<file path="src/rtl/pipeline_hazard_ctrl.sv">
// ============================================================================
// pipeline_hazard_ctrl
// ----------------------------------------------------------------------------
// Central stall/flush sequencer for the 5-stage RV32 pipeline. It drives the
// hold and flush controls of the PC, IF/ID, ID/EX and EX/MEM registers and
// resolves three hazard classes:
//   * load-use data hazards (ID source registers against the EX load target),
//   * taken branch / jump redirects resolved in EX,
//   * multi-cycle mul/div ops that occupy EX for MD_LAT cycles.
//
// Parameters:
//   MD_LAT  total EX occupancy of a mul/div op in cycles (2..16)
//   CNT_W   width of the mul/div down-counter (2^CNT_W >= MD_LAT-1)
//
// Ports:
//   CLK             clock, rising edge
//   Reset           synchronous, active-high reset; forces all outputs to 0
//   ID_Ra / ID_Rb   rs1 / rs2 of the instruction entering ID
//   ID_UseRa/UseRb  ID instruction actually reads rs1 / rs2
//   EX_MemRead      instruction in EX is a load
//   EX_Rd           destination register of the EX instruction
//   EX_BranchTaken  EX resolved a taken branch or jump
//   EX_MdStart      EX holds a mul/div op in its first EX cycle
//   PC_Hold         hold the PC
//   IFID_Hold       hold IF/ID (1 = hold)
//   IFID_Flush      load a NOP into IF/ID
//   IDEX_Hold       hold ID/EX
//   IDEX_Flush      load a bubble into ID/EX
//   EXMEM_Bubble    load a bubble into EX/MEM
//   MD_Busy         sequencer is in the MD_BUSY state
//   MD_Done         one-cycle pulse in the last EX cycle of a mul/div op
//
// Optional feature (macro HAZARD_PERF_CNT_EN):
//   Stall_Cnt       saturating count of cycles with PC_Hold=1
//   Flush_Cnt       saturating count of cycles with IFID_Flush=1
// ============================================================================
module pipeline_hazard_ctrl #(
    parameter int MD_LAT = 4,
    parameter int CNT_W  = 4
) (
    input  logic             CLK,
    input  logic             Reset,
    input  logic [4:0]       ID_Ra,
    input  logic [4:0]       ID_Rb,
    input  logic             ID_UseRa,
    input  logic             ID_UseRb,
    input  logic             EX_MemRead,
    input  logic [4:0]       EX_Rd,
    input  logic             EX_BranchTaken,
    input  logic             EX_MdStart,
    output logic             PC_Hold,
    output logic             IFID_Hold,
    output logic             IFID_Flush,
    output logic             IDEX_Hold,
    output logic             IDEX_Flush,
    output logic             EXMEM_Bubble,
    output logic             MD_Busy,
    output logic             MD_Done
`ifdef HAZARD_PERF_CNT_EN
    ,
    output logic [31:0]      Stall_Cnt,
    output logic [31:0]      Flush_Cnt
`endif
);

    // Catch illegal parameter combinations at elaboration time.
    if ((MD_LAT < 2) || (MD_LAT > 16)) begin : g_bad_md_lat
        $error("pipeline_hazard_ctrl: MD_LAT must be in 2..16");
    end
    if ((1 << CNT_W) < (MD_LAT - 1)) begin : g_bad_cnt_w
        $error("pipeline_hazard_ctrl: CNT_W too narrow for MD_LAT");
    end

    typedef enum logic {
        RUN     = 1'b0,
        MD_BUSY = 1'b1
    } state_t;

    state_t             state;
    state_t             state_nxt;
    logic [CNT_W-1:0]   cnt;
    logic [CNT_W-1:0]   cnt_nxt;
    logic               load_use;

    // A load in EX whose target is read by the ID instruction must be
    // separated by one bubble. x0 is hard-wired to zero, so it never
    // creates a real dependency.
    assign load_use = EX_MemRead && (EX_Rd != 5'd0) &&
                      ((ID_UseRa && (EX_Rd == ID_Ra)) ||
                       (ID_UseRb && (EX_Rd == ID_Rb)));

    // State register. The counter is loaded with MD_LAT-2 on a start so that
    // it reaches zero in the last of the MD_LAT-1 busy cycles.
    always_ff @(posedge CLK) begin
        if (Reset) begin
            state <= RUN;
            cnt   <= '0;
        end else begin
            state <= state_nxt;
            cnt   <= cnt_nxt;
        end
    end

    // Next-state and output decode. Everything stays at 0 while Reset is
    // high; the mul/div sequence outranks every other hazard, then a new
    // mul/div start, then a branch redirect, then a load-use stall.
    always_comb begin
        state_nxt    = state;
        cnt_nxt      = cnt;
        PC_Hold      = 1'b0;
        IFID_Hold    = 1'b0;
        IFID_Flush   = 1'b0;
        IDEX_Hold    = 1'b0;
        IDEX_Flush   = 1'b0;
        EXMEM_Bubble = 1'b0;
        MD_Busy      = 1'b0;
        MD_Done      = 1'b0;

        if (!Reset) begin
            unique case (state)
                RUN: begin
                    if (EX_MdStart) begin
                        PC_Hold      = 1'b1;
                        IFID_Hold    = 1'b1;
                        IDEX_Hold    = 1'b1;
                        EXMEM_Bubble = 1'b1;
                        state_nxt    = MD_BUSY;
                        cnt_nxt      = CNT_W'(MD_LAT - 2);
                    end else if (EX_BranchTaken) begin
                        // The wrong-path instructions in IF/ID and ID/EX are
                        // squashed; the PC itself is redirected by EX.
                        IFID_Flush = 1'b1;
                        IDEX_Flush = 1'b1;
                    end else if (load_use) begin
                        PC_Hold    = 1'b1;
                        IFID_Hold  = 1'b1;
                        IDEX_Flush = 1'b1;
                    end
                end

                MD_BUSY: begin
                    PC_Hold      = 1'b1;
                    IFID_Hold    = 1'b1;
                    IDEX_Hold    = 1'b1;
                    EXMEM_Bubble = 1'b1;
                    MD_Busy      = 1'b1;
                    if (cnt == '0) begin
                        // Last EX cycle: the result enters EX/MEM on the
                        // following edge, when we are back in RUN.
                        MD_Done   = 1'b1;
                        state_nxt = RUN;
                    end else begin
                        cnt_nxt = cnt - CNT_W'(1);
                    end
                end

                default: begin
                    state_nxt = RUN;
                    cnt_nxt   = '0;
                end
            endcase
        end
    end

`ifdef HAZARD_PERF_CNT_EN
    // Performance counters: one tick per stalled cycle and per flushed
    // cycle, sticking at all-ones instead of wrapping.
    always_ff @(posedge CLK) begin
        if (Reset) begin
            Stall_Cnt <= '0;
            Flush_Cnt <= '0;
        end else begin
            if (PC_Hold && (Stall_Cnt != 32'hFFFF_FFFF)) begin
                Stall_Cnt <= Stall_Cnt + 32'd1;
            end
            if (IFID_Flush && (Flush_Cnt != 32'hFFFF_FFFF)) begin
                Flush_Cnt <= Flush_Cnt + 32'd1;
            end
        end
    end
`endif

endmodule

</file>
<file path="config.mk">
export PLATFORM = sky130hd
export DESIGN_NAME = pipeline_hazard_ctrl
export DESIGN_NICKNAME = d
export VERILOG_FILES = /design/src/rtl/pipeline_hazard_ctrl.sv
export SDC_FILE = /design/constraint.sdc
export NUM_CORES = 1
export LEC_CHECK = 0
export BUFFER_PORTS_ARGS = -buffer_cell sky130_fd_sc_hd__buf_2
export CAP_MARGIN = 10
export CORE_AREA = 5 5 42 44
export CTS_BUF_LIST = sky130_fd_sc_hd__clkbuf_16
export DETAILED_ROUTE_END_ITERATION = 8
export DIE_AREA = 0 0 47 49
export GPL_TIMING_DRIVEN = 0
export PLACE_DENSITY = 0.72
export SLEW_MARGIN = 5
export SYNTH_ARGS = -nofsm -noshare
export SYNTH_HDL_FRONTEND = slang
export SYNTH_SLANG_ARGS = --single-unit
</file>
<file path="constraint.sdc">
create_clock -name CLK -period 6.96 [get_ports CLK]
set_clock_uncertainty 0.05 [all_clocks]
set_input_delay 2.088 -clock CLK [delete_from_list [all_inputs] [get_ports CLK]]
set_output_delay 2.088 -clock CLK [all_outputs]
set_load 0.05 [all_outputs]
</file>
==> results of run 1 <==
-- per-stage QoR --
stage / power [mW] / utilization (%) / worst slack, ns / instance area (um^2) / hold slack (ns)
detailed placement: 0.0805 / 43.6 / 1.38 / 611 / 0.453
global placement: 0.0792 / 43.6 / 1.38 / 611 / 0.444
finish: 0.174 / 49.2 / 1.40 / 689 / 0.476
CTS: 0.176 / 49.2 / 1.37 / 689 / 0.476
global route: 0.183 / 49.2 / 1.21 / 689 / 0.514
floorplan: 0.0655 / - / 1.01 / 445 / 0.425
-- worst max-delay path by stage --
stage	start	end	slack (ns)
finish	EX_Rd[4]	PC_Hold	1.40
global route	EX_Rd[0]	PC_Hold	1.21
CTS	EX_Rd[4]	PC_Hold	1.37
detailed placement	EX_Rd[4]	PC_Hold	1.38
global placement	EX_Rd[4]	PC_Hold	1.38
floorplan	EX_Rd[4]	PC_Hold	1.01
-- sequential cells by signal, summed over array words and instances (netlist names) --
name	cells
cnt	4
state	1
-- Yosys cell counts, drive strengths merged --
library cell,instances,area (um^2)
nor2,6,22.5
nand2,1,3.75
or3,1,6.26
o31a,1,8.76
a21oi,3,15.0
a32oi,1,8.76
o22ai,1,6.26
o21bai,1,7.51
buf,3,20.0
and2,2,12.5
ha,1,12.5
a311oi,1,8.76
o21ai,3,15.0
nor4,3,18.8
clkbuf,1,3.75
nand3,2,10.0
inv,2,7.51
xnor2,2,17.5
and4bb,1,12.5
nor3,2,10.0
o211ai,2,15.0
nor2b,2,12.5
dfxtp,5,100
xor2,8,70.1
nand4b,1,8.76
or4,1,11.3
-- cell families after synthesis --
family / Yosys count / share of synthesized area [%]
AND/OR/NAND/NOR: 22 / 28.9
AO/OA/AOI/OAI: 13 / 19.1
XOR/XNOR: 10 / 19.7
buffers and inverters: 6 / 7.02
flip-flops: 5 / 22.5
adder cells (fa/ha/maj): 1 / 2.81
-- final cells by class --
cell class / instances / area (um^2)
clock inverter: 1 / 3.75
buffer: 4 / 23.8
tap: 16 / 20.0
clock buffer: 3 / 75.1
timing repair buffer: 29 / 145
inverter: 2 / 7.51
fill: 145 / 712
multi-input combinational: 46 / 314
sequential: 5 / 100
-- routing by layer --
metal / track usage [%] / vias to the layer above
met5: 0 / -
met2: 22.2 / 27
met4: 2.76 / 0
li1: - / 270
met3: 5.54 / 3
met1: 14.0 / 240
-- power groups by stage --
stage,clock (mW),combinational (mW),sequential [mW]
after floorplan,0,0.0319,0.0337
after global placement,0,0.0450,0.0342
after detailed placement,0,0.0464,0.0341
after CTS,0.0948,0.0468,0.0340
after global routing,0.0974,0.0513,0.0343
final,0.0937,0.0463,0.0340
-- worst max-delay path, stage by stage --
cell,delay (ns)
buf_2,0.12
xor2_1,0.15
nor4_1,0.28
a32oi_1,0.17
o22ai_1,0.22
buf_4,0.14
buf_2,0.25
==> results_dict.tcl, run 1 <==
set metrics [dict create \
    highest_layer "met4" \
    tns_ns 0 \
    status "completed" \
    wl_met2_um 635 \
    clkPwrFrac_pct 53.8 \
    grt_pass1_wl_um 2270 \
    yosysWarnings 0 \
    vias 540 \
    critPathArrivalTime_ns 3.42 \
    post-route-drc-count 0 \
    die_h_um 49 \
    power.density_mw_per_mm2 252 \
    routedWlPerCell_um 12.1 \
    slew_violations 0 \
    dr_wl_met3_um 136 \
    numCtsBuffers 3 \
    drive_above_1_share_pct 41.1 \
    grt_max_degree 11 \
    grt_pass1_vias 580 \
    antenna_found_initial 0 \
    cts.htree.levels 1 \
    ios 30 \
    syn_nets 80 \
    setup_viol 0 \
    wl_um 1280 \
    via_per_inst 5.09 \
    cts_tree "done" \
    ff2ff_path_depth 5 \
    grt_usage_pct 12.9 \
    final_hold_viol_count 0 \
    cts_resized 0 \
    dpl.cell_count 102 \
    period_share_pct 79.9 \
    ys_types 28 \
    layout_commonest_cell "buf_2" \
    p_leak_nw 0.323 \
    die_x_um 47 \
    layout.nets 114 \
    vdd.ir_drop.worst_v 0.000140 \
    switching_power_mw 0.0500 \
    worstMarginPinSlew_ns 0.416 \
    initial_core_util_pct 31.8 \
    worstHoldEndpoint "cnt[3]" \
    min_path_type "flop to flop" \
    clockBufferDepth 2 \
    clock_sinks 5 \
    first_pass_iters 4 \
    gr-total-overflow 0 \
    crit_path_start_kind "primary input" \
    gp_congestion 0.855 \
    cp_data_required_time_ns 4.82 \
    drt_iter0_markers 9 \
    clock_latency_ns 0.23 \
    swShare_pct 28.7 \
    hold_start "cnt[3]" \
    cap_violations 0 \
    portBuffers 29 \
    reg2reg_from "cnt[0]" \
    ctsHoldBuffers 0 \
    core-area_mm2 0.00140 \
    seqPwrFrac_pct 19.6 \
    synthCells 57 \
    die_area_mm2 0.00230 \
    slew_headroom_pct 72.2 \
    critPathKind "primary input to output port" \
    rows 14 \
    r2r_slack_ns 5.48 \
    seq_area_frac_synth_pct 22.5 \
    cts_setup_buffers 0 \
    worstPathMaxFanout 3 \
    rr_endpoint "cnt[1]" \
    instances_no_fill 106 \
    cts_root_buf "clkbuf_16" \
    fmax_mhz 180 \
    dpl.hpwl_um 1020 \
    rsz0062_at_grt "false" \
    internal_power_mw 0.124 \
    met1_length_um 490 \
    syn-cell-area_um2 445 \
    final_cell_mix "30 x buf_2, 8 x xor2_1, 6 x nor2_1, 5 x dfxtp_1" \
    worstHoldPathCells 2 \
    antenna_cells 0 \
    yosys_register_bits 5 \
    fin_crit_ns 5.56 \
    avgSynthCellArea_um2 7.81 \
    pwr-share-comb_pct 26.6 \
    ant_nets 0 \
    end_kind "output port" \
    cts.clk_slew.worst_paths_ns 0.03 \
    area_growth_pct 54.8 \
]
Note: power is estimated with default switching activity, not from simulation.
==> inputs of run 2 (changes only) <==
--- a/config.mk
+++ b/config.mk
@@ -5,14 +5,15 @@
 export SDC_FILE = /design/constraint.sdc
 export NUM_CORES = 1
 export LEC_CHECK = 0
+export ABC_AREA = 1
 export BUFFER_PORTS_ARGS = -buffer_cell sky130_fd_sc_hd__buf_2
 export CAP_MARGIN = 10
-export CORE_AREA = 5 5 42 44
+export CORE_MARGIN = 5
+export CORE_UTILIZATION = 38
 export CTS_BUF_LIST = sky130_fd_sc_hd__clkbuf_16
 export DETAILED_ROUTE_END_ITERATION = 8
-export DIE_AREA = 0 0 47 49
 export GPL_TIMING_DRIVEN = 0
-export PLACE_DENSITY = 0.72
+export PLACE_DENSITY = 0.78
 export SLEW_MARGIN = 5
 export SYNTH_ARGS = -nofsm -noshare
 export SYNTH_HDL_FRONTEND = slang
==> constraint.sdc (replaced) <==
create_clock -name CLK -period 4.9 [get_ports CLK]
set_clock_uncertainty 0.05 [all_clocks]
set_input_delay 1.47 -clock CLK [delete_from_list [all_inputs] [get_ports CLK]]
set_output_delay 1.47 -clock CLK [all_outputs]
set_load 0.05 [all_outputs]
==> run 2 against run 1 <==
  * Total power up 49%
  * Global-route usage up 1.5 points
  * Synthesized cell count up 86%
  * Sequential share of layout area down 1.4 points
  * First-iteration DRC count up 78%
  * Via count up 24%
==> results_dict.tcl, run 2 <==
set metrics [dict create \
    largest_registers "cnt (4), state (1)" \
    seq_area_frac_synth_pct 19.0 \
    routedWlPerCell_um 8.82 \
    vias 669 \
    area_growth_pct 45.1 \
    post-route-drc-count 0 \
    layout_commonest_cell "nand2_1" \
    critPathKind "primary input to output port" \
    synth_top_cell_by_area "nand2_1" \
    layout.nets 162 \
    dpl.hpwl_um 1160 \
    worstPathMaxFanout 4 \
    clockBufferDepth 2 \
    worstMarginPinSlew_ns 0.299 \
    initial_core_util_pct 40.5 \
    portBuffers 28 \
    cap_violations 0 \
    syn_nets 129 \
    tns_ns 0 \
    clock_sinks 5 \
    cts.htree.levels 1 \
    grt_usage_pct 14.4 \
    gp_congestion 0.781 \
    antenna_cells 0 \
    p_leak_nw 0.505 \
    ant_nets 0 \
    wl_um 1350 \
    fillerInstances 138 \
    end_kind "output port" \
    cts_tree "done" \
    synth_area_leaders "nand2_1 26%, dfxtp_1 19%, inv_1 16%" \
    avgSynthCellArea_um2 4.97 \
    grt_max_degree 9 \
    yosys_register_bits 5 \
    cts_root_buf "clkbuf_16" \
    top_register "cnt" \
    synthCells 106 \
    cp_data_required_time_ns 3.38 \
    rsz0062_at_grt "false" \
    synthFlopType "dfxtp_1" \
    yosysWarnings 0 \
    critPathArrivalTime_ns 2.50 \
    fin_crit_ns 4.02 \
    synth_edf_count 0 \
    cts_setup_buffers 0 \
    ys_types 15 \
    antenna_found_initial 0 \
    status "completed" \
    via_per_inst 4.37 \
    slew_violations 0 \
    crit_path_start_kind "primary input" \
    power.density_mw_per_mm2 338 \
    grt_pass1_wl_um 2300 \
    rows 13 \
    setup_viol 0 \
    numCtsBuffers 3 \
    final_cell_mix "37 x nand2_1, 28 x buf_2, 23 x inv_1, 20 x nor2_1, 6 x nand3_1" \
    drive_above_1_share_pct 26.8 \
    async_reset_ff_share_pct 0 \
    die_area_mm2 0.00223 \
    die_h_um 47.2 \
    drt_iter0_markers 16 \
    ctsHoldBuffers 0 \
    power_mw 0.259 \
    grt_pass1_vias 638 \
    syn-cell-area_um2 527 \
    core-area_mm2 0.00130 \
    first_pass_iters 4 \
    clock_latency_ns 0.23 \
    period_share_pct 82.0 \
    slew_headroom_pct 80.0 \
    netlist_top_cells_count "37 x nand2_1, 22 x inv_1, 20 x nor2_1" \
    ios 30 \
    cts_resized 0 \
    synth_most_common_cell "nand2_1" \
    final_hold_viol_count 0 \
    yosysTopAreaCellShare_pct 26.4 \
    cts.clk_slew.worst_paths_ns 0.03 \
    min_path_type "flop to flop" \
    die_x_um 47.2 \
    largest_reg_flops 4 \
    gr-total-overflow 0 \
    vdd.ir_drop.worst_v 0.000186 \
    fmax_mhz 249 \
]
run 2: changes by cell type in the layout (fill, tap and decap cells not counted), sizes merged, moves of 2 or more:
cell | previous run | this run
and2 | 2 | 0
buf | 32 | 30
inv | 3 | 24
nand2 | 1 | 37
nand3 | 2 | 7
nor2 | 6 | 21
nor2b | 2 | 0
nor4 | 3 | 0
o211ai | 2 | 0
xnor2 | 2 | 0
xor2 | 8 | 0
run 2: critical path, cell delays in order:
cell,delay [ns]
buf_2,0.11
inv_1,0.06
nand2_1,0.05
nand2_1,0.05
nor2_1,0.10
nand3_1,0.07
nand2_1,0.09
nand3_1,0.07
nand2_1,0.08
buf_4,0.10
buf_2,0.24
run 2: layout make-up:
class / instances / area, um^2 / area share (%)
inverter: 23 / 86.3 / 11.3
clock inverter: 1 / 3.75 / 0.491
tap: 15 / 18.8 / 2.45
timing repair buffer: 28 / 140 / 18.3
clock buffer: 3 / 75.1 / 9.82
sequential: 5 / 100 / 13.1
buffer: 3 / 18.8 / 2.45
multi-input combinational: 75 / 322 / 42.1
run 2: per-stage QoR:
stage | area, um^2 | hold slack, ns | util (%) | setup WS, ns | std cells
floorplan | 527 | 0.402 | - | 0.249 | 106
global placement | 686 | 0.423 | 52.7 | 0.897 | 149
detailed placement | 686 | 0.431 | 52.7 | 0.887 | 149
CTS | 764 | 0.436 | 58.8 | 0.886 | 153
global route | 764 | 0.460 | 58.8 | 0.738 | 153
finish | 764 | 0.430 | 58.8 | 0.883 | 153
run 2: cells by family (layout without fill, tap and decap cells):
| family | Yosys count | after routing | share of synthesized area (%) |
|---|---|---|---|
| compound gates | 8 | 8 | 8.31 |
| fa+ha+maj | 1 | 1 | 2.37 |
| buf+inv | 26 | 58 | 20.0 |
| flops | 5 | 5 | 19.0 |
| simple gates | 66 | 66 | 50.4 |
run 2: final timing paths:
| path | startpoint | to | cells after the start | slack (ns) |
|---|---|---|---|---|
| max reg2reg | cnt[0] | cnt[2] | 7 | 3.65 |
| min reg2reg | cnt[1] | cnt[1] | 2 | 0.43 |
| min | cnt[1] | cnt[1] | 2 | 0.43 |
| max | EX_Rd[4] | PC_Hold | 11 | 0.88 |
run 2: report_power, final:
| part | internal, mW | total [mW] | switching, mW |
|---|---|---|---|
| clock network | 0.106 | 0.133 | 0.0270 |
| registers | 0.0464 | 0.0505 | 0.00405 |
| logic | 0.0265 | 0.0754 | 0.0489 |
| total | 0.179 | 0.259 | 0.0799 |
run 2: metal layers:
metal  share of wire, %  vias to the layer above  track usage, %
met2                 50                       21            25.1
li1                   -                      373               -
met4               0.82                        0            4.97
met3                9.0                        3            5.36
met5                  0                        -               0
met1                 40                      272            15.8
==> inputs of run 3 (changes only) <==
--- a/config.mk
+++ b/config.mk
@@ -9,11 +9,11 @@
 export BUFFER_PORTS_ARGS = -buffer_cell sky130_fd_sc_hd__buf_2
 export CAP_MARGIN = 10
 export CORE_MARGIN = 5
-export CORE_UTILIZATION = 38
+export CORE_UTILIZATION = 40
 export CTS_BUF_LIST = sky130_fd_sc_hd__clkbuf_16
 export DETAILED_ROUTE_END_ITERATION = 8
 export GPL_TIMING_DRIVEN = 0
-export PLACE_DENSITY = 0.78
+export PLACE_DENSITY = 0.79
 export SLEW_MARGIN = 5
 export SYNTH_ARGS = -nofsm -noshare
 export SYNTH_HDL_FRONTEND = slang
==> constraint.sdc (replaced) <==
create_clock -name CLK -period 3.85 [get_ports CLK]
set_clock_uncertainty 0.05 [all_clocks]
set_input_delay 1.155 -clock CLK [delete_from_list [all_inputs] [get_ports CLK]]
set_output_delay 1.155 -clock CLK [all_outputs]
set_load 0.05 [all_outputs]
==> run 3 against run 2 <==
  * Core utilization grew 1.8 points
  * Register-to-register slack lost 1.1 ns
  * Sequential cell count is the same
  * Worst hold slack gained 0.015 ns
  * Combinational power grew 28%
  * Sequential share of layout area shrank 0.064 points
  * Via count is the same
  * First-iteration DRC count shrank 56%
  * Highest routed layer unchanged
  * Non-clock buffer count is the same
  * Global-route usage grew 0.53 points
  * Critical path depth shrank 2
  * Worst setup slack lost 0.43 ns
==> results_dict.tcl, run 3 (synthesis results as in run 2) <==
set metrics [dict create \
    clock_latency_ns 0.23 \
    via_per_inst 4.37 \
    die_h_um 46.3 \
    rows 13 \
    ff2ff_path_depth 8 \
    drt_iter0_markers 7 \
    routedWlPerCell_um 8.76 \
    ant_nets 0 \
    critPathArrivalTime_ns 2.19 \
    die_area_mm2 0.00214 \
    gr-total-overflow 0 \
    largest_reg_flops 4 \
    worstPathMaxFanout 5 \
    cts.htree.levels 1 \
    clock_sinks 5 \
    initial_core_util_pct 41.5 \
    multi_input_area_um2 324 \
    grt_max_degree 9 \
    fmax_mhz 295 \
    wl_um 1340 \
    gp_congestion 0.755 \
    slew_headroom_pct 75.3 \
    drive_above_1_share_pct 28.3 \
    core-area_mm2 0.00127 \
    crit_path_start_kind "primary input" \
    cts_setup_buffers 0 \
    antenna_cells 0 \
    worstMarginPinSlew_ns 0.371 \
    antenna_found_initial 0 \
    cap_violations 0 \
    seq_area_um2 100 \
    layout_commonest_cell "nand2_1" \
    fin_crit_ns 3.39 \
    rsz0062_at_grt "false" \
    clockBufferDepth 2 \
    slew_violations 0 \
    first_pass_iters 2 \
    die_x_um 46.3 \
    fillerInstances 139 \
    portBuffers 28 \
    p_leak_nw 0.504 \
    post-route-drc-count 0 \
    final_hold_viol_count 0 \
    vdd.ir_drop.worst_v 0.000284 \
    critPathKind "primary input to output port" \
    cts.clk_slew.worst_paths_ns 0.03 \
    ctsHoldBuffers 0 \
    grt_pass1_wl_um 2300 \
    grt_usage_pct 14.9 \
    top_register "cnt" \
    min_path_type "flop to flop" \
    cts_tree "done" \
    cts_root_buf "clkbuf_16" \
    grt_pass1_vias 591 \
    tns_ns 0 \
    area_growth_pct 45.8 \
    ios 30 \
    layout.nets 162 \
    final_cell_mix "37 x nand2_1, 28 x buf_2, 22 x inv_1, 19 x nor2_1, 6 x nand3_1" \
    end_kind "output port" \
    status "completed" \
    dpl.hpwl_um 1140 \
    setup_viol 0 \
    largest_registers "cnt (4), state (1)" \
    post_dp_cell_area_um2 688 \
    power.density_mw_per_mm2 436 \
    cp_data_required_time_ns 2.64 \
    cts_resized 0 \
    design_area_um2 768 \
    period_share_pct 88.2 \
    numCtsBuffers 3 \
    worstHoldPathCells 2 \
    vias 669 \
]
[run 3: cell types whose count changed in the layout (fill, tap and decap cells not counted), sizes merged]
cell    before  now
clkinv       0    1
inv         24   23
[run 3: path summary, 6_finish.rpt]
check	from	endpoint	slack (ns)
max	EX_Rd[0]	PC_Hold	0.46
min	cnt[0]	cnt[0]	0.44
max reg2reg	cnt[0]	cnt[3]	2.59
min reg2reg	cnt[0]	cnt[0]	0.44
[run 3: stage by stage]
stage                     setup slack (ns)  total power, mW  hold WS [ns]  instances  utilization, %
after floorplan                     0.0850            0.135         0.402        106               -
after global routing                 0.322            0.356         0.472        153            60.6
after global placement               0.467            0.159         0.422        149            54.2
after detailed placement             0.443            0.162         0.442        149            54.2
after CTS                            0.439            0.340         0.447        153            60.6
final                                0.456            0.335         0.444        153            60.6
[run 3: power breakdown]
part / switching, mW / internal [mW] / leakage (nW)
Combinational: 0.0630 / 0.0338 / 0.421
Sequential: 0.00555 / 0.0591 / 0.0414
Clock: 0.0374 / 0.136 / 0.0409
Total: 0.106 / 0.229 / 0.504
[run 3: metal layers]
metal,track usage [%],wire length (um),up-vias
met1,17.7,547,277
met4,5.11,17,0
met3,4.69,105,3
met2,25.0,669,15
li1,-,-,374
met5,0,0,-
[run 3: cell type report]
class,instances,area share [%]
clock buffers,3,9.77
plain buffers,3,2.44
inverters,23,11.2
well taps,15,2.44
clock inverters,1,0.651
flip-flops and latches,5,13.0
multi-input cells,75,42.2
repair buffers,28,18.2
[run 3: critical path, stage by stage]
cell	delay [ns]
buf_2	0.12
nor2_1	0.13
nand3_1	0.08
o21ai_0	0.14
inv_1	0.07
nand3_1	0.08
nand2_1	0.07
buf_4	0.13
buf_2	0.20
